$ cat src/rtl/enc_pkg.sv
// rtl/enc_pkg.sv - shared sizes and encode/decode helpers for the request select path
package enc_pkg;

    localparam int N = 8;
    localparam int W = 3;

    // Highest set index wins; an all-zero vector maps to 0.
    function automatic logic [W-1:0] prio8(input logic [N-1:0] vec);
        logic [W-1:0] idx;
        idx = '0;
        for (int i = 0; i < N; i++) begin
            if (vec[i]) idx = W'(i);
        end
        return idx;
    endfunction

    function automatic logic [N-1:0] onehot3(input logic [W-1:0] c);
        return N'(1) << c;
    endfunction

endpackage

$ cat src/rtl/prio_enc_8.sv
// rtl/prio_enc_8.sv - combinational 8-to-3 priority encoder with an any-set flag
module prio_enc_8
    import enc_pkg::*;
(
    input  logic [N-1:0] vec,
    output logic [W-1:0] idx,
    output logic         any
);

    assign idx = prio8(vec);
    assign any = |vec;

endmodule

$ cat src/rtl/encoder_83_req.sv
// rtl/encoder_83_req.sv - registered 8-to-3 priority request concentrator with valid/ready output
module encoder_83_req
    import enc_pkg::*;
(
    input  logic         clk,
    input  logic         rst,
    input  logic         e,
    input  logic [N-1:0] req,
    output logic [W-1:0] code,
    output logic         valid,
    input  logic         ready,
    output logic [N-1:0] overrun,
    output logic         busy
);

    if (N != 8 || W != 3) begin : g_size_check
        $error("encoder_83_req is fixed at N=8, W=3");
    end

    logic [N-1:0] pending;
    logic [N-1:0] set;
    logic [N-1:0] clr;
    logic [N-1:0] cand;
    logic         ack;
    logic [W-1:0] cand_idx;
    logic         cand_any;

    assign set  = req & {N{e}};
    assign ack  = valid & ready;
    assign clr  = ack ? onehot3(code) : '0;
    // Fresh requests stay out of cand so they surface one cycle after capture.
    assign cand = pending & ~clr;

    prio_enc_8 u_prio (
        .vec (cand),
        .idx (cand_idx),
        .any (cand_any)
    );

    always_ff @(posedge clk) begin
        if (rst) begin
            pending <= '0;
            overrun <= '0;
            valid   <= 1'b0;
            code    <= '0;
        end else begin
            // Set after clear: a re-request on the acked index stays pending.
            pending <= cand | set;
            overrun <= set & pending & ~clr;
            if (!valid || ack) begin
                valid <= cand_any;
                if (cand_any) code <= cand_idx;
            end
        end
    end

    assign busy = (|pending) | valid;

endmodule

$ cat config.mk
export PLATFORM = sky130hd
export DESIGN_NAME = encoder_83_req
export DESIGN_NICKNAME = d
export VERILOG_FILES = /design/src/rtl/enc_pkg.sv /design/src/rtl/prio_enc_8.sv /design/src/rtl/encoder_83_req.sv
export SDC_FILE = /design/constraint.sdc
export NUM_CORES = 1
export LEC_CHECK = 0
export CORE_MARGIN = 3
export CORE_UTILIZATION = 40
export CTS_CLUSTER_DIAMETER = 120
export DETAILED_ROUTE_END_ITERATION = 16
export PLACE_DENSITY = 0.7
export SLEW_MARGIN = 20
export SYNTH_ARGS = -nofsm -noshare
export SYNTH_HDL_FRONTEND = slang
export SYNTH_HIERARCHICAL = 1
export SYNTH_SLANG_ARGS = --single-unit
$ cat constraint.sdc
create_clock -name clk -period 2.1 [get_ports clk]
set_clock_uncertainty 0.15 [all_clocks]
set_input_delay 0.21 -clock clk [delete_from_list [all_inputs] [get_ports clk]]
set_output_delay 0.21 -clock clk [all_outputs]
set_load 0.01 [all_outputs]
* Yosys cells after proc, flatten, opt, wreduce, memory -nomap -nowiden
Cells that the tools add are included.
Storage, ports and cells: flip-flop bits (word level) 20, bits in latches 0, RAM bits 0, ROM bits 0, word-level logic and storage cells 26, memories kept 0
Cells by class: add/subtract/negate cells 0, $mul 0, div/mod/pow operators 0, $lt $le $gt $ge 0, equal/unequal tests 0, shift-type cells 1, multiplexer cells 8, bitwise operators 8, reductions and logical operators 5
Operators by type and width (number):
- AND 8 bit | 4
- OR reduction 8 bit | 2
- 2-to-1 mux 3 bit | 4
- 2-to-1 mux 8 bit | 1
- NOT 8 bit | 1
- bitwise OR 8 bit | 1
- << shifter 1 x 3 -> 8 bit, first input constant | 1
- 2-to-1 mux 2 bit | 2
- AND reduction 2 bit | 1
- AND 1 bit | 1
- zero test 1 bit | 1
- logical OR 1 bit | 1
- 2-to-1 mux 1 bit | 1
- bitwise OR 1 bit | 1

* Depth between registers and ports, before layout
Gate-level depths: netlist (run 1).
word-level depth 11, depth in mapped cells 8, mapped depth without buffers 8

* Hierarchy
Netlist (run 1), hierarchy kept.
By module, submodules not included:
- encoder_83_req | instances 1, cells each 86, area an instance 762.0 um^2, sequential area each 400.4 um^2
- prio_enc_8 | instances 1, cells each 12, area an instance 66.3 um^2, sequential area each 0.0 um^2

* Worst setup path after synthesis (run 1)
No wires, ideal clock.
path type register -> register, start point register code[0], end point register code[0], arrival 1.568 ns, required time 1.812 ns, path slack 0.244 ns, stages on the path, launching flop included 8, path buffers 0, cells stage by stage dfxtp_1 or3b_1 o21ai_2 inv_2 nor2_1 nand4_1 a21boi_0 mux2i_1
Between the ends: elaborated cells on any way between the ends 13, classes of those cells shift (1); mux (8); bitwise (2); reduce/logical (2)
RTL lines:
- start, declared | RTL line encoder_83_req.sv:9 | output logic [W-1:0] code,
- start signal, assigned | RTL line encoder_83_req.sv:52 | if (cand_any) code <= cand_idx;
- << shifter 1 x 3 -> 8 bit | RTL line enc_pkg.sv:18 | return N'(1) << c;
- 2-to-1 mux 8 bit | RTL line encoder_83_req.sv:30 | assign clr = ack ? onehot3(code) : '0;
- NOT 8 bit | RTL line encoder_83_req.sv:32 | assign cand = pending & ~clr;
- AND 8 bit | RTL line encoder_83_req.sv:32
- net cand[4] | RTL line encoder_83_req.sv:23 | logic [N-1:0] cand;
- OR reduction 8 bit | RTL line prio_enc_8.sv:11 | assign any = |vec;
- net cand_any | RTL line encoder_83_req.sv:26 | logic cand_any;
- AND reduction 2 bit (no line)
The timed path passes the listed nets, and every way through them passes these cells. A chain may end at the register's enable or synchronous reset.

* Final worst setup path (run 1)
start point input port ready, end point register code[2]
Between the ends: elaborated cells on any way between the ends 11, classes of those cells mux (5); bitwise (3); reduce/logical (3)
RTL lines:
- start, declared | RTL line encoder_83_req.sv:11 | input logic ready,
- AND 1 bit | RTL line encoder_83_req.sv:29 | assign ack = valid & ready;
- 2-to-1 mux 8 bit | RTL line encoder_83_req.sv:30
- NOT 8 bit | RTL line encoder_83_req.sv:32
- AND 8 bit | RTL line encoder_83_req.sv:32
- net cand[4] | RTL line encoder_83_req.sv:23
- OR reduction 8 bit | RTL line prio_enc_8.sv:11
- net cand_any | RTL line encoder_83_req.sv:26
- AND reduction 2 bit (no line)
The timed path passes the listed nets, and every way through them passes these cells.

==> key figures, run 1 <==
Outcome
  • Status: finished, final reports clean

Timing
  • Minimum clock period: 1.95 ns
  • Fin Hold WS: 0.341 ns
  • Final setup vio count: 0
  • Post-route setup TNS: 0 ns
  • Max-slew headroom: 0.755
  • RSZ-0062 raised after global routing: no
  • Final Hold Vio Count: 0
  • Fin crit share: 0.928
  • Max Fclk: 513 MHz
  • Slew @ Worst Pin: 0.367 ns
  • Final Max Slew Viols: 0

Finish
  • Storage cell area: 400 um2
  • Antenna diodes: 0
  • Multi-input logic area: 379 um2
  • Layout cells sized above 1: 0.188
  • Layout area overhead: 48.2%
  • Nets: 152
  • Fin cells: 163
  • Fillcell total: 171

Logic synthesis
  • Xor/xnor share of the synthesized area: 0
  • Area share of the largest cell type after synthesis: 0.483
  • Post-synth top cells: dfxtp_1, a21oi_1, nand2_1, and3_1, inv_1
  • Syn_nets: 110
  • Seq cells post-synth: 20
  • Sequential share of the synthesized area: 0.483
  • Most frequent cell after synthesis: dfxtp_1
  • Async set-or-reset flop fraction in the synthesized netlist: 0
  • Simple-Gate Fraction of Synth Area: 0.260
  • Largest family of logic cells by synthesized area: simple AND/OR/NAND/NOR gates
  • Synth top area cells: dfxtp_1, a21oi_1, and3_1, nand2_1, nand2b_1
  • Cell taking the most area after synthesis: dfxtp_1
  • Warnings from Yosys: 6
  • Mean Syn Cell Area: 8.45 um2
  • Mapped Area: 828 um2
  • Post-synthesis mux area share: 0.0363
  • Synth Flop Type: dfxtp_1
  • Yosys cell types: 24
  • Post-Syn Instances: 98
  • Adder-Cell Fraction of Synth Area: 0
  • Number of flops mapped to enable cells by yosys: 0
  • Compound-cell area share of the yosys netlist: 0.162

CTS
  • H-tree depth: 1
  • TritonCTS clock tree: yes
  • CTS Sinks: 20
  • CTS buffer count: 3
  • Post-CTS setup buffer count: 0
  • CTS clk-pin slew, worst paths: 0.11 ns
  • Clock Tree Root: clkbuf_4
  • Clk buf depth: 2
  • Clk Latency, worst-skew pair: 0.30 ns

Worst hold path
  • Worst Hold Class: primary input to register
  • HP Start: req[3]

Floorplanning
  • Core Region: 1840 um2
  • Starting Density: 0.450
  • Io pins: 25
  • Die height: 51.5 um
  • Die area: 2650 um2
  • Die Width: 51.5 um
  • Rows: 15

Power and ir drop
  • Pleak: 0.576 nW
  • Max IR drop VDD: 400 uV
  • Pwr Density: 650 nW/um2

Routing
  • DRT iter0 DRCs: 24
  • ANT nets after route: 0
  • First-pass DRT Iterations: 4
  • Detailed-route vias per instance: 5.07
  • Drt drc: 0
  • WL per Instance: 12.9 um
  • Routed wire length: 2.11 mm
  • Via count: 827

Critical path
  • CP startpoint: ready
  • Slowest CP cell: clkdlybuf4s50_1
  • Worst R2R Start: code[0]$_SDFFE_PP0P_
  • Critical Path Sink Type: register
  • CP delay by family, top: simple AND/OR/NAND/NOR gates
  • Critical path data required time: 2.13 ns
  • Worst setup SP type: primary input
  • CP max stage delay: 0.50 ns
  • WS Path Type: primary input to register
  • Crit Path Max Fanout: 3
  • Sum of buffers and inverters on the critical path: 2
  • Arr. time, crit path: 1.98 ns
  • Cells along the critical path: clkdlybuf4s50_1 > or3b_1 > o21ai_2 > inv_2 > nor2_1 > nand4_1 > a21boi_1 > mux2i_1

Place
  • Gpl congestion: 0.842
  • Port bufs: 24
  • Final HPWL DP: 1.64 mm
  • Placed cells: 160

Global routing
  • First-pass GRT wire length: 3.66 mm
  • Total track usage: 0.185
  • Initial antenna violation count: 0
  • Grt total ovfl: 0
  • Largest net degree at the start of global routing: 16
  • Number of global-route vias before repair: 815

Flow run
  • Number of max-cap violations: 0
==> path summary, 6_finish.rpt <==
check / end / slack [ns] / depth (start not counted)
min: pending[3]$_SDFF_PP0_ / 0.34 / 3
min reg2reg: pending[4]$_SDFF_PP0_ / 0.36 / 2
max: code[2]$_SDFFE_PP0P_ / 0.15 / 8
max reg2reg: code[2]$_SDFFE_PP0P_ / 0.16 / 7
==> worst reg2reg max path, cell delays in order (launching register included) <==
cell and delay (ns):
dfxtp_1 0.38, or3b_1 0.44, o21ai_2 0.17, inv_2 0.05
nor2_1 0.15, nand4_1 0.13, a21boi_1 0.20, mux2i_1 0.16
==> power breakdown <==
part | internal [mW] | total, mW | switching, mW | leakage (nW)
clock network | 0.0668 | 0.174 | 0.107 | 0.0138
registers | 0.403 | 0.427 | 0.0237 | 0.164
logic | 0.108 | 0.197 | 0.0886 | 0.398
==> layer usage <==
layer	vias up	share of wire	track usage
met3	9	0.071	0.0745
met4	0	0.028	0.0830
met1	372	0.45	0.226
li1	413	-	-
met2	33	0.45	0.282
met5	-	0	0
==> cell families after synthesis <==
kind of cell / count (synthesis)
and+or+nand+nor: 40
muxes: 3
DFF: 20
AOI/OAI and AO/OA: 22
buffers and inverters: 13
==> flip-flops by register name, summed over array words and instances, names as in the netlist <==
register and count:
valid 1, code 3, overrun 8, pending 8
==> per-stage QoR <==
stage	cell area [um2]	util	setup WS (ns)	total power, mW
6_report	1230	0.667	0.151	0.798
5_1_grt	1230	0.667	0.0411	0.847
4_1_cts	1230	0.667	0.103	0.806
3_5_place_dp	1200	0.655	-0.213	0.630
3_3_place_gp	1200	0.655	-0.136	0.625
2_1_floorplan	828	-	0.244	0.523
==> cell type report <==
cell class                 count  share of cell area
timing repair buffer          39               0.287
multi-input combinational     65               0.309
tap                           25              0.0255
sequential                    20               0.326
inverter                      11              0.0336
clock buffer                   3              0.0183
==> repair_timing <==
action / CTS / global route
hold buffers: 0 / 0
setup endpoints to repair: 0 / 3
gates resized for setup: 0 / 3
==> cells in the final DEF (no fill, tap or decap) <==
cell type | netlist | layout
buf_4 | 0 | 15
nor4_1 | 1 | 1
nand2_1 | 10 | 10
clkbuf_4 | 0 | 3
nand3_1 | 2 | 2
dfxtp_1 | 20 | 20
a21boi_1 | 0 | 1
inv_1 | 8 | 8
o21ai_0 | 6 | 4
nor2_1 | 6 | 6
nor3_1 | 1 | 1
and2b_1 | 1 | 1
o31ai_1 | 1 | 1
or3b_1 | 1 | 1
and3_1 | 8 | 8
nand2b_2 | 1 | 1
nand2b_1 | 6 | 6
a21oi_2 | 1 | 1
o31ai_2 | 1 | 1
mux2i_1 | 3 | 3
inv_2 | 3 | 3
nand4_1 | 1 | 1
o21ai_1 | 0 | 2
a21oi_1 | 10 | 10
nand3b_1 | 2 | 2
clkdlybuf4s50_1 | 0 | 24
o21ai_2 | 2 | 2
Power figures use the tool's default switching activity.
==> inputs of run 2 (changes only) <==
ABC_AREA = 1   (was unset)
CTS_BUF_LIST = sky130_fd_sc_hd__clkbuf_8   (was unset)
PLACE_DENSITY = 0.69   (was 0.7)
==> run 2 against run 1 <==
Non-clock buffer count fell by 12. Via count rose by 3.4%. Clock power rose by 110%. Critical endpoint unchanged. Register-to-register slack improved by 0.14 ns. Global-route usage fell by 2.7 points. Combinational power barely moved. Utilization fell by 5.1 points. Worst hold slack got worse by 0.0095 ns. Final area rose by 1.5%. Critical path type unchanged. Final cell count rose by 17%. Clock-buffer cell count did not move.
==> key figures, run 2 <==
CTS
  • CTS clk-pin slew, worst paths: 0.07 ns (was 0.11 ns)
  • H-tree depth: 1 (unchanged)
  • Clk buf depth: 2 (unchanged)
  • CTS resizes: 0 (unchanged)
  • Clk Latency, worst-skew pair: 0.25 ns (was 0.30 ns)
  • Post-CTS setup buffer count: 0 (unchanged)
  • Clock Tree Root: clkbuf_8 (was clkbuf_4)
  • Hold Buf Count CTS: 0 (unchanged)
  • CTS Sinks: 20 (unchanged)
  • TritonCTS clock tree: yes (unchanged)
  • CTS buffer count: 3 (unchanged)

Timing
  • Minimum clock period: 1.84 ns (was 1.95 ns)
  • Slew @ Worst Pin: 0.346 ns (was 0.367 ns)
  • Fin crit share: 0.878 (was 0.928)
  • Final Hold Vio Count: 0 (unchanged)
  • RSZ-0062 raised after global routing: no (unchanged)
  • Max Fclk: 543 MHz (was 513 MHz)
  • Final setup vio count: 0 (unchanged)
  • Final Max Slew Viols: 0 (unchanged)
  • Post-route setup TNS: 0 ns (unchanged)
  • Max-slew headroom: 0.769 (was 0.755)

Critical path
  • Crit Path Max Fanout: 4 (was 3)
  • WS Path Type: primary input to register (unchanged)
  • Worst setup SP type: primary input (unchanged)
  • Critical path data required time: 2.10 ns (was 2.13 ns)
  • Critical Path Sink Type: register (unchanged)
  • Arr. time, crit path: 1.84 ns (was 1.98 ns)

Finish
  • Fillcell total: 190 (was 171)
  • Storage cell area: 403 um2 (was 400 um2)
  • Antenna diodes: 0 (unchanged)
  • Commonest non-fill, non-tap cell in the layout: nand2_1 (was clkdlybuf4s50_1)
  • Layout area overhead: 42.7% (was 48.2%)
  • Largest registers: overrun (8), pending (8), code (3) (unchanged)
  • Finished Cell Area: 1250 um2 (was 1230 um2)
  • Layout cells sized above 1: 0.0859 (was 0.188)
  • Multi-input logic area: 393 um2 (was 379 um2)
  • Nets: 176 (was 152)
  • Commonest non-fill, non-tap cells in the layout: nand2_1, clkdlybuf4s50_1, inv_1, nor2_1, dfxtp_1 (was clkdlybuf4s50_1, dfxtp_1, buf_4)

Power and ir drop
  • Max IR drop VDD: 510 uV (was 400 uV)
  • Pleak: 0.623 nW (was 0.576 nW)
  • Pwr Density: 808 nW/um2 (was 650 nW/um2)

Logic synthesis
  • Syn_nets: 145 (was 110)
  • Area share of the largest cell type after synthesis: 0.458 (was 0.483)
  • Seq cells post-synth: 20 (unchanged)
  • Synth Flop Type: dfxtp_1 (unchanged)
  • Number of flops mapped to enable cells by yosys: 0 (unchanged)
  • Mapped Area: 873 um2 (was 828 um2)
  • Sequential share of the synthesized area: 0.458 (was 0.483)
  • Cell taking the most area after synthesis: dfxtp_1 (unchanged)
  • Warnings from Yosys: 6 (unchanged)
  • Synth top area cells: dfxtp_1, nand2_1, inv_1, nor2_1, nand3_1 (was dfxtp_1, a21oi_1, and3_1, nand2_1, nand2b_1)
  • Post-Syn Instances: 133 (was 98)
  • Post-synth top cells: nand2_1, inv_1, nor2_1, dfxtp_1, nand3_1 (was dfxtp_1, a21oi_1, nand2_1, and3_1, inv_1)
  • Mean Syn Cell Area: 6.57 um2 (was 8.45 um2)
  • Async set-or-reset flop fraction in the synthesized netlist: 0 (unchanged)
  • Most frequent cell after synthesis: nand2_1 (was dfxtp_1)
  • Yosys cell types: 13 (was 24)

Place
  • Placed cell area: 1160 um2 (was 1200 um2)
  • Port bufs: 24 (unchanged)
  • Final HPWL DP: 1.50 mm (was 1.64 mm)
  • Gpl congestion: 0.812 (was 0.842)

Routing
  • DRT iter0 DRCs: 17 (was 24)
  • WL per Instance: 9.87 um (was 12.9 um)
  • First-pass DRT Iterations: 4 (unchanged)
  • Routed wire length: 1.88 mm (was 2.11 mm)
  • Drt drc: 0 (unchanged)
  • Via count: 855 (was 827)
  • Detailed-route vias per instance: 4.50 (was 5.07)
  • ANT nets after route: 0 (unchanged)

Floorplanning
  • Die Width: 52.7 um (was 51.5 um)
  • Rows: 16 (was 15)
  • Die height: 52.7 um (was 51.5 um)
  • Starting Density: 0.432 (was 0.450)
  • Core Region: 2020 um2 (was 1840 um2)
  • Die area: 2780 um2 (was 2650 um2)
  • Io pins: 25 (unchanged)

Global routing
  • Grt total ovfl: 0 (unchanged)
  • First-pass GRT wire length: 3.22 mm (was 3.66 mm)
  • Total track usage: 0.158 (was 0.185)
  • Initial antenna violation count: 0 (unchanged)
  • Number of global-route vias before repair: 798 (was 815)
  • Largest net degree at the start of global routing: 13 (was 16)

Worst hold path
  • Worst Hold Class: register to register (was primary input to register)

Outcome
  • Status: finished, final reports clean (unchanged)

Flow run
  • Number of max-cap violations: 0 (unchanged)
==> run 2: worst max-delay path, stage by stage <==
cell	delay [ns]
clkdlybuf4s50_1	0.49
nand2_2	0.09
nor2_4	0.11
nand2_1	0.09
nand2_1	0.08
inv_1	0.05
inv_1	0.06
nand2_1	0.09
nor3_2	0.11
nand3_1	0.16
inv_1	0.11
a21oi_1	0.06
nor2_1	0.09
nor2_1	0.05
==> run 2: power breakdown <==
group          switching [mW]  total, mW  internal (mW)
registers              0.0281      0.436          0.408
logic                   0.100      0.198         0.0973
clock network           0.119      0.373          0.254
total                   0.247       1.01          0.760
==> run 2: final timing paths <==
| check | cells after the start | start | slack [ns] | to |
|---|---|---|---|---|
| worst max register to register | 11 | code[2]$_SDFFE_PP0P_ | 0.30 | code[2]$_SDFFE_PP0P_ |
| worst max-delay path | 14 | ready | 0.26 | code[2]$_SDFFE_PP0P_ |
| worst min register to register | 2 | pending[5]$_SDFF_PP0_ | 0.33 | pending[5]$_SDFF_PP0_ |
| worst min-delay path | 2 | pending[5]$_SDFF_PP0_ | 0.33 | pending[5]$_SDFF_PP0_ |
==> run 2: layout make-up <==
type / count / area share
clock buffers: 3 / 0.0331
clock inverters: 1 / 0.0241
inverters: 22 / 0.0663
multi-input cells: 90 / 0.315
flip-flops and latches: 20 / 0.323
well taps: 27 / 0.0271
repair buffers: 27 / 0.211
==> run 2: per-layer routing <==
| layer | GRT usage | vias to the layer above | part of all wire |
|---|---|---|---|
| li1 | - | 459 | - |
| met3 | 0.0313 | 2 | 0.057 |
| met5 | 0 | - | 0 |
| met4 | 0.0766 | 0 | 0.0096 |
| met2 | 0.267 | 21 | 0.46 |
| met1 | 0.189 | 373 | 0.47 |
==> run 2: kinds of logic (layout without fill, tap and decap cells) <==
kind of cell,Yosys count,in the layout,share of synthesized area
simple gates,88,88,0.427
compound gates,2,2,0.0115
flops,20,20,0.458
buf+inv,23,53,0.103
==> run 2: per-stage QoR <==
step / power [mW] / cells / utilization / hold WS (ns) / worst slack (ns)
floorplan: 0.549 / 133 / - / 0.129 / 0.389
global placement: 0.635 / 186 / 0.575 / 0.316 / -0.0222
detailed placement: 0.637 / 186 / 0.575 / 0.324 / -0.0497
CTS: 1.01 / 190 / 0.610 / 0.333 / 0.213
global route: 1.07 / 190 / 0.616 / 0.360 / 0.0415
finish: 1.01 / 190 / 0.616 / 0.331 / 0.257
==> inputs of run 3 (changes only) <==
==> constraint.sdc (replaced) <==
create_clock -name clk -period 2.25 [get_ports clk]
set_clock_uncertainty 0.15 [all_clocks]
set_input_delay 0.45 -clock clk [delete_from_list [all_inputs] [get_ports clk]]
set_output_delay 0.45 -clock clk [all_outputs]
set_load 0.01 [all_outputs]
==> run 3 against run 2 <==
Sequential power down 6.9%. Sequential share of layout area down 0.89 points. Non-clock buffer count up 6. Final area up 2.2%. Die area unchanged. Highest routed layer unchanged. Sequential cell count unchanged. Final cell count up 2.6%. Clock power down 39%. Global-route usage down 0.13 points. Worst hold slack better by 0.0028 ns. Combinational power up 3%.
==> key figures, run 3 (synthesized netlist as in run 2, its figures left out) <==
Timing
  • Fin Hold WS: 0.334 ns (was 0.331 ns)
  • Final Max Slew Viols: 0 (unchanged)
  • Final setup vio count: 0 (unchanged)
  • Max Fclk: 477 MHz
  • Minimum clock period: 2.10 ns
  • Max-slew headroom: 0.782 (was 0.769)
  • Final Hold Vio Count: 0 (unchanged)
  • Final WS setup: 0.154 ns (was 0.257 ns)
  • Slew @ Worst Pin: 0.327 ns (was 0.346 ns)
  • Fin crit share: 0.932

Floorplanning
  • Starting Density: 0.432 (unchanged)
  • Die Width: 52.7 um (unchanged)
  • Core Region: 2020 um2 (unchanged)
  • Rows: 16 (unchanged)
  • Die area: 2780 um2 (unchanged)
  • Io pins: 25 (unchanged)
  • Die height: 52.7 um (unchanged)

Critical path
  • Worst R2R Start: valid$_SDFFE_PP0P_ (was code[2]$_SDFFE_PP0P_)
  • Crit Path Max Fanout: 4 (unchanged)
  • Reg2Reg Capture Point: code[2]$_SDFFE_PP0P_ (unchanged)
  • Worst setup SP type: primary input (unchanged)
  • WS Path Type: primary input to register (unchanged)
  • Critical path data required time: 2.25 ns (was 2.10 ns)
  • R2r setup slk: 0.42 ns (was 0.30 ns)
  • Arr. time, crit path: 2.10 ns (was 1.84 ns)
  • Reg2Reg Depth: 13 (was 11)
  • Critical Path Sink Type: register (unchanged)

Finish
  • Layout cells sized above 1: 0.119 (was 0.0859)
  • Antenna diodes: 0 (unchanged)
  • Nets: 182 (was 176)
  • Finished Cell Area: 1270 um2 (was 1250 um2)
  • Util after Layout: 0.630 (was 0.616)
  • Fillcell total: 198 (was 190)
  • Commonest non-fill, non-tap cell in the layout: nand2_1 (unchanged)
  • Layout area overhead: 45.8% (was 42.7%)
  • Largest registers: overrun (8), pending (8), code (3) (unchanged)
  • Commonest non-fill, non-tap cells in the layout: nand2_1, clkdlybuf4s50_1, inv_1 (was nand2_1, clkdlybuf4s50_1, inv_1, nor2_1, dfxtp_1)

Routing
  • First-pass DRT Iterations: 4 (unchanged)
  • WL per Instance: 10.0 um (was 9.87 um)
  • DRT iter0 DRCs: 13 (was 17)
  • Routed wire length: 1.95 mm (was 1.88 mm)
  • Via count: 869 (was 855)
  • ANT nets after route: 0 (unchanged)
  • Drt drc: 0 (unchanged)
  • Detailed-route vias per instance: 4.46 (was 4.50)

CTS
  • Clock Tree Root: clkbuf_8 (unchanged)
  • Clk Latency, worst-skew pair: 0.25 ns (about the same)
  • CTS Sinks: 20 (unchanged)
  • CTS buffer count: 3 (unchanged)
  • Hold Buf Count CTS: 0 (unchanged)
  • H-tree depth: 1 (unchanged)
  • CTS clk-pin slew, worst paths: 0.07 ns (about the same)
  • Clk buf depth: 2 (unchanged)
  • TritonCTS clock tree: yes (unchanged)

Global routing
  • Grt total ovfl: 0 (unchanged)
  • Initial antenna violation count: 0 (unchanged)
  • Largest net degree at the start of global routing: 12 (was 13)
  • Number of global-route vias before repair: 774 (was 798)
  • First-pass GRT wire length: 3.16 mm (was 3.22 mm)
  • Total track usage: 0.157 (was 0.158)

Place
  • Placed cell area: 1210 um2 (was 1160 um2)
  • Final HPWL DP: 1.46 mm (was 1.50 mm)
  • Port bufs: 24 (unchanged)
  • Gpl congestion: 0.818 (was 0.812)
  • Worst slack, placed: -0.119 ns (was -0.0497 ns)

Power and ir drop
  • Pleak: 0.637 nW (was 0.623 nW)
  • Pwr Total: 0.837 mW (was 1.01 mW)
  • Pwr Density: 657 nW/um2 (was 808 nW/um2)
  • Max IR drop VDD: 342 uV (was 510 uV)

Worst hold path
  • Worst Hold Class: register to register (unchanged)
  • Hold path endpoint: pending[5]$_SDFF_PP0_ (unchanged)
  • Worst hold stages: 2 (unchanged)
  • HP Start: pending[5]$_SDFF_PP0_ (unchanged)

Outcome
  • Status: finished, final reports clean (unchanged)

Flow run
  • Number of max-cap violations: 0 (unchanged)
==> run 3: per-layer routing <==
layer | GRT usage | up-vias | routed length (um)
met5 | 0 | - | 0
met4 | 0.0638 | 0 | 25
met3 | 0.0285 | 5 | 93
met2 | 0.262 | 23 | 911
met1 | 0.195 | 370 | 919
li1 | - | 471 | -
==> run 3: through the flow <==
stage / cells / TNS, ns
6_report: 195 / 0
5_1_grt: 195 / -0.0207
4_1_cts: 195 / 0
3_5_place_dp: 192 / -0.342
3_3_place_gp: 192 / -0.281
2_1_floorplan: 133 / 0
==> run 3: cell type report <==
class | count | area (um2) | share of cell area
multi-input cells | 90 | 408 | 0.320
flip-flops and latches | 20 | 400 | 0.314
repair buffers | 33 | 308 | 0.242
inverters | 22 | 82.6 | 0.0648
clock buffers | 3 | 41.3 | 0.0324
well taps | 27 | 33.8 | 0.0265
==> run 3: critical path, stage by stage <==
cell,delay [ns]
clkdlybuf4s50_1,0.49
nand2_2,0.10
nor2_4,0.15
nand2_1,0.08
nand2_1,0.08
inv_1,0.04
inv_1,0.06
nand2_1,0.08
nor3_2,0.13
nand3_2,0.12
inv_1,0.10
a21oi_1,0.06
nor2_1,0.10
nor2_1,0.05
==> run 3: how the worst max path moves through the flow <==
stage	to	startpoint	depth (start not counted)
after floorplan	code[0]$_SDFFE_PP0P_	valid$_SDFFE_PP0P_	13
after global placement	code[2]$_SDFFE_PP0P_	ready	14
after detailed placement	code[2]$_SDFFE_PP0P_	ready	14
after CTS	code[2]$_SDFFE_PP0P_	ready	14
after global routing	code[2]$_SDFFE_PP0P_	ready	14
final	code[2]$_SDFFE_PP0P_	ready	14
==> run 3: power by group <==
group / total, mW / internal, mW / switching, mW
logic: 0.203 / 0.102 / 0.101
registers: 0.406 / 0.380 / 0.0257
clock network: 0.228 / 0.119 / 0.109
==> run 3: timing repair <==
item | 4_1_cts | 5_1_grt
buffers inserted | 0 | 0
setup endpoints to repair | 0 | 3
resized for setup | 0 | 6
